### config.mk
export PLATFORM = sky130hd
export DESIGN_NAME = pc_sequencer
export DESIGN_NICKNAME = d
export VERILOG_FILES = /design/src/rtl/cpu_pkg.sv /design/src/rtl/flush_timer.sv /design/src/rtl/pc_sequencer.sv
export SDC_FILE = /design/constraint.sdc
export NUM_CORES = 1
export LEC_CHECK = 0
export ABC_AREA = 0
export CAP_MARGIN = 25
export CORE_UTILIZATION = 46
export DETAILED_ROUTE_END_ITERATION = 10
export PLACE_DENSITY = 0.79
export SLEW_MARGIN = 20
export SYNTH_ARGS = -nofsm -noshare
export SYNTH_HDL_FRONTEND = slang
export SYNTH_SLANG_ARGS = --single-unit
### constraint.sdc
create_clock -name clk -period 1.8 [get_ports clk]
set_input_delay 0.36 -clock clk [delete_from_list [all_inputs] [get_ports clk]]
set_output_delay 0.36 -clock clk [all_outputs]
set_load 0.05 [all_outputs]
### src/rtl/cpu_pkg.sv
// Shared CPU definitions: PC geometry defaults and the PC sequencer state encoding.
package cpu_pkg;

  localparam int PC_WIDTH = 16;
  localparam int PC_STEP  = 2;
  localparam logic [15:0] DEFAULT_RESET_PC = 16'h0000;

  typedef enum logic [1:0] {
    BOOT,
    RUN,
    FLUSH,
    HALTED
  } pc_state_t;

endpackage

### src/rtl/flush_timer.sv
// Four-bit load/decrement counter that times the wrong-path squash window.
// done is high while the count sits at 1, i.e. during the last flush cycle.
module flush_timer (
  input  logic       clk,
  input  logic       rst,
  input  logic       load,
  input  logic [3:0] load_value,
  input  logic       dec,
  output logic       done
);

  logic [3:0] count;

  // Load has priority so a fresh jump always restarts the window.
  always_ff @(posedge clk or posedge rst) begin
    if (rst) begin
      count <= 4'd0;
    end else if (load) begin
      count <= load_value;
    end else if (dec && (count != 4'd0)) begin
      count <= count - 4'd1;
    end
  end

  assign done = (count == 4'd1);

endmodule

### src/rtl/pc_sequencer.sv
// Program-counter sequencer: sequential fetch, jump redirect with timed flush, halt.
// Optional jump statistics output taken_count enabled by PC_SEQ_BRANCH_STATS_EN.
module pc_sequencer #(
  parameter int                  PC_WIDTH     = cpu_pkg::PC_WIDTH,
  parameter logic [PC_WIDTH-1:0] RESET_PC     = PC_WIDTH'(cpu_pkg::DEFAULT_RESET_PC),
  parameter int                  PC_STEP      = cpu_pkg::PC_STEP,
  parameter int                  FLUSH_CYCLES = 2
) (
  input  logic                clk,
  input  logic                rst,
  input  logic                jump_take,
  input  logic [PC_WIDTH-1:0] jump_target,
  input  logic                stall,
  input  logic                halt_req,
  input  logic                fetch_ready,
  output logic                fetch_valid,
  output logic [PC_WIDTH-1:0] fetch_pc,
  output logic                flush,
  output logic                halted
`ifdef PC_SEQ_BRANCH_STATS_EN
  ,
  output logic [15:0]         taken_count
`endif
);

  import cpu_pkg::*;

  localparam logic [PC_WIDTH-1:0] STEP       = PC_WIDTH'(PC_STEP);
  localparam logic [PC_WIDTH-1:0] ALIGN_MASK = ~PC_WIDTH'(1);
  localparam logic [3:0]          FLUSH_LOAD = 4'(FLUSH_CYCLES);

  pc_state_t           state, state_nxt;
  logic [PC_WIDTH-1:0] pc, pc_nxt;
  logic                timer_load, timer_dec, timer_done;

  always_ff @(posedge clk or posedge rst) begin
    if (rst) begin
      state <= BOOT;
      pc    <= RESET_PC;
    end else begin
      state <= state_nxt;
      pc    <= pc_nxt;
    end
  end

  // RUN priority: halt, then jump (overrides stall and a pending handshake), then stall, then accept.
  always_comb begin
    state_nxt  = state;
    pc_nxt     = pc;
    timer_load = 1'b0;
    timer_dec  = 1'b0;
    case (state)
      BOOT: state_nxt = RUN;
      RUN: begin
        if (halt_req) begin
          state_nxt = HALTED;
        end else if (jump_take) begin
          pc_nxt     = jump_target & ALIGN_MASK;
          state_nxt  = FLUSH;
          timer_load = 1'b1;
        end else if (!stall && fetch_ready) begin
          pc_nxt = pc + STEP;
        end
      end
      FLUSH: begin
        timer_dec = 1'b1;
        if (timer_done) begin
          state_nxt = RUN;
        end
      end
      HALTED: state_nxt = HALTED;
    endcase
  end

  flush_timer u_flush_timer (
    .clk        (clk),
    .rst        (rst),
    .load       (timer_load),
    .load_value (FLUSH_LOAD),
    .dec        (timer_dec),
    .done       (timer_done)
  );

  assign fetch_valid = (state == RUN) && !stall;
  assign fetch_pc    = pc;
  assign flush       = (state == FLUSH);
  assign halted      = (state == HALTED);

`ifdef PC_SEQ_BRANCH_STATS_EN
  logic [15:0] taken_q;
  logic        jump_honored;

  assign jump_honored = (state == RUN) && !halt_req && jump_take;

  // Counts only jumps that actually redirect; saturates rather than wrapping.
  always_ff @(posedge clk or posedge rst) begin
    if (rst) begin
      taken_q <= 16'h0000;
    end else if (jump_honored && (taken_q != 16'hFFFF)) begin
      taken_q <= taken_q + 16'h0001;
    end
  end

  assign taken_count = taken_q;
`endif

endmodule

==> results.toml <==
[finish]
area_delta_synth_final_pct = 35.9
diodes = 0
drive_gt1_frac = 0.199
nNetsFinal = 217

[sta]
grt_setup_unrepaired = "no"
period_minus_slack_ns = 1.67
drv_slew = 0
max_freq_mhz = 599
hold_viol_final = 0
fin_ws_ns = 0.130
fin_tns_setup_ns = 0
setup_violations = 0
fin_crit_sh = 0.928
clock_skew_ns = 0.00595

[power]
ir_drop_uv = 547
power_density_nw_per_um2 = 629
p_leak_uw = 0.000749

[setup_path]
cp_num_buf_inv = 0
max_stage_delay_ns = 0.46
slowest_stage = "dfrtp_1"
cpMostUsedCell = "a21oi_1"
arrival_ns = 1.91
path_class = "reg -> reg"
endpoint_kind = "flip-flop"
critPathLaunchType = "flip-flop"
cp_data_required_time_ns = 2.04
r2r_slack_ns = 0.13
path_cells = "ha_1, nand3_1, o41ai_1, a21oi_1, a21oi_1"
cp_max_fo = 6
cp_top_family = "compound AO/OA/AOI/OAI gates"

[placed_design]
gp_congestion = 0.845
dp_slack_ns = 0.00871
dp_hpwl_mm = 2.58
numPortBuffers = 38

[global_route]
grt_pass1_wl_mm = 6.00
grt_max_degree = 28
met3_usage = 0.0326
top_usage_layer = "met2"
gr-usage-met1 = 0.311
met2_usage = 0.411
grt_pass1_vias = 1363
grtUsageTotal = 0.245
grt-ovfl-total = 0
antenna_found_initial = 0

[yosys]
yosysUniqueCellTypes = 43
synth_area_um2 = 1320
synth_cells = 148
ys_warn_count = 0
synth-seq-cells = 21
synth_ff_type = "dfrtp_1"
syn-num-nets = 173
avgSynthCellArea_um2 = 8.93
seq_area_frac_synth = 0.398
synth_edf_count = 0
async_flop_share = 1.00

[floorplanning]
row_count = 19
die_area_um2 = 3090
core_um2 = 2730
ios = 41
die_w_um = 55.6
initial_core_util = 0.483
die_h_um = 55.6

[cts]
cts_resized = 0
numCtsBuffers = 3
root_buffer = "clkbuf_4"
cts.sinks = 21
clk_latency_ns = 0.31
htreeDepth = 1
clk_pin_slew_ns = 0.12
cts_tree = "yes"
cts_setup_buffers = 0
ctsHoldBuffers = 0
cts_buffer_depth = 2

[drt]
via_per_inst = 5.95
drt_pass1_iterations = 4
num_vias = 1322
initialDrtViolationCount = 27
ant_nets = 0
wl_mm = 3.52
wl_per_cell_um = 15.9
drcViolationCount = 0

[hold_path]
hp-class = "in -> async"

[status]
status = "finished, final reports clean"

[job]
maxCapViolCount = 0
## cells in the mapped netlist (all sizes together) (2+ instances only)
| cell type | number | share of area |
|---|---|---|
| o22ai | 4 | 0.019 |
| o311ai | 2 | 0.013 |
| nor3 | 4 | 0.015 |
| and2 | 2 | 0.0095 |
| nand2 | 12 | 0.034 |
| nand4 | 3 | 0.026 |
| clkbuf | 2 | 0.0057 |
| mux2i | 2 | 0.015 |
| o31ai | 3 | 0.017 |
| o21ai | 11 | 0.042 |
| buf | 6 | 0.031 |
| nand3b | 2 | 0.011 |
| nor2 | 5 | 0.014 |
| dfrtp | 21 | 0.40 |
| o41ai | 3 | 0.020 |
| ha | 3 | 0.028 |
| a22oi | 3 | 0.017 |
| inv | 8 | 0.023 |
| nor3b | 3 | 0.025 |
| o32ai | 4 | 0.032 |
| a21oi | 22 | 0.083 |
| nand3 | 7 | 0.027 |
| xor2 | 2 | 0.013 |
## stage by stage
stage                     utilization  total power, uW  cells  hold WS (ns)  area (um2)
after global placement          0.647              873    218         0.504        1770
final                           0.657             1130    222         0.376        1800
after detailed placement        0.647              895    218         0.515        1770
after global routing            0.657             1200    222         0.386        1800
after floorplan                     -              768    148         0.337        1330
after CTS                       0.657             1140    222         0.375        1800
## placed cells by master, fill, tap and decap left out, types with 2 or more instances in the layout
cell type / n
nor3b_2: 3
and2_1: 2
xor2_1: 2
dfrtp_1: 21
nand3b_1: 2
a22oi_1: 3
clkbuf_4: 3
o41ai_1: 3
nand2_1: 12
o21ai_0: 9
nand4_1: 2
ha_1: 3
inv_1: 8
o31ai_1: 3
o21ai_1: 2
o22ai_1: 4
buf_12: 4
a21oi_1: 22
o32ai_1: 3
buf_4: 23
nand3_1: 7
o311ai_0: 2
nor3_1: 4
nor2_1: 5
mux2i_1: 2
clkdlybuf4s50_1: 20
## flip-flops by register name, summed over array words and instances (netlist names)
signal and count:
state 2, u_flush_timer.count 4, fetch_pc 15
## routing by layer
layer  routed length, um  vias to the layer above  part of all wire
li1                    -                      637                 -
met1                1540                      622              0.44
met2                1700                       56              0.48
met3                 224                        7             0.064
met4                  61                        0             0.017
met5                   0                        -                 0
## worst reg2reg max path, delay by kind of cell (launching register included)
kind / cells / cell delay [ns]
AOI/OAI and AO/OA: 3 / 0.66
adders and majority gates: 1 / 0.25
DFF: 1 / 0.46
and+or+nand+nor: 1 / 0.23
## path summary, 6_finish.rpt
path | startpoint | to | cells after the start
worst max-delay path | fetch_pc[2]$_DFFE_PP0P_ | fetch_pc[13]$_DFFE_PP0P_ | 5
worst min-delay path | rst | fetch_pc[8]$_DFFE_PP0P_ | 3
worst max register to register | fetch_pc[2]$_DFFE_PP0P_ | fetch_pc[13]$_DFFE_PP0P_ | 5
worst min register to register | u_flush_timer.count[1]$_DFFE_PP0P_ | u_flush_timer.count[1]$_DFFE_PP0P_ | 2
max in group asynchronous | rst | fetch_pc[7]$_DFFE_PP0P_ | 3
min in group clk | u_flush_timer.count[1]$_DFFE_PP0P_ | u_flush_timer.count[1]$_DFFE_PP0P_ | 2
## cell families after synthesis
| group | count (synthesis) | synth area share |
|---|---|---|
| other cells | 1 | 0.00284 |
| xor+xnor | 3 | 0.0199 |
| flops | 21 | 0.398 |
| mux | 2 | 0.0152 |
| buf+inv | 16 | 0.0597 |
| simple gates | 44 | 0.196 |
| compound gates | 58 | 0.280 |
| fa+ha+maj | 3 | 0.0284 |
## cell type report
class	count	area, um2
clock buffer	4	26.3
fill	224	938
tap	31	38.8
multi-input combinational	111	722
timing repair buffer	47	453
sequential	21	526
inverter	8	30.0
## power by group
part	leakage [uW]	switching [uW]	internal, uW
sequential	0.000258	59.4	523
combinational	0.000476	166	142
clock	0.0000150	152	86.6
Note: power is estimated with default switching activity, not from simulation.
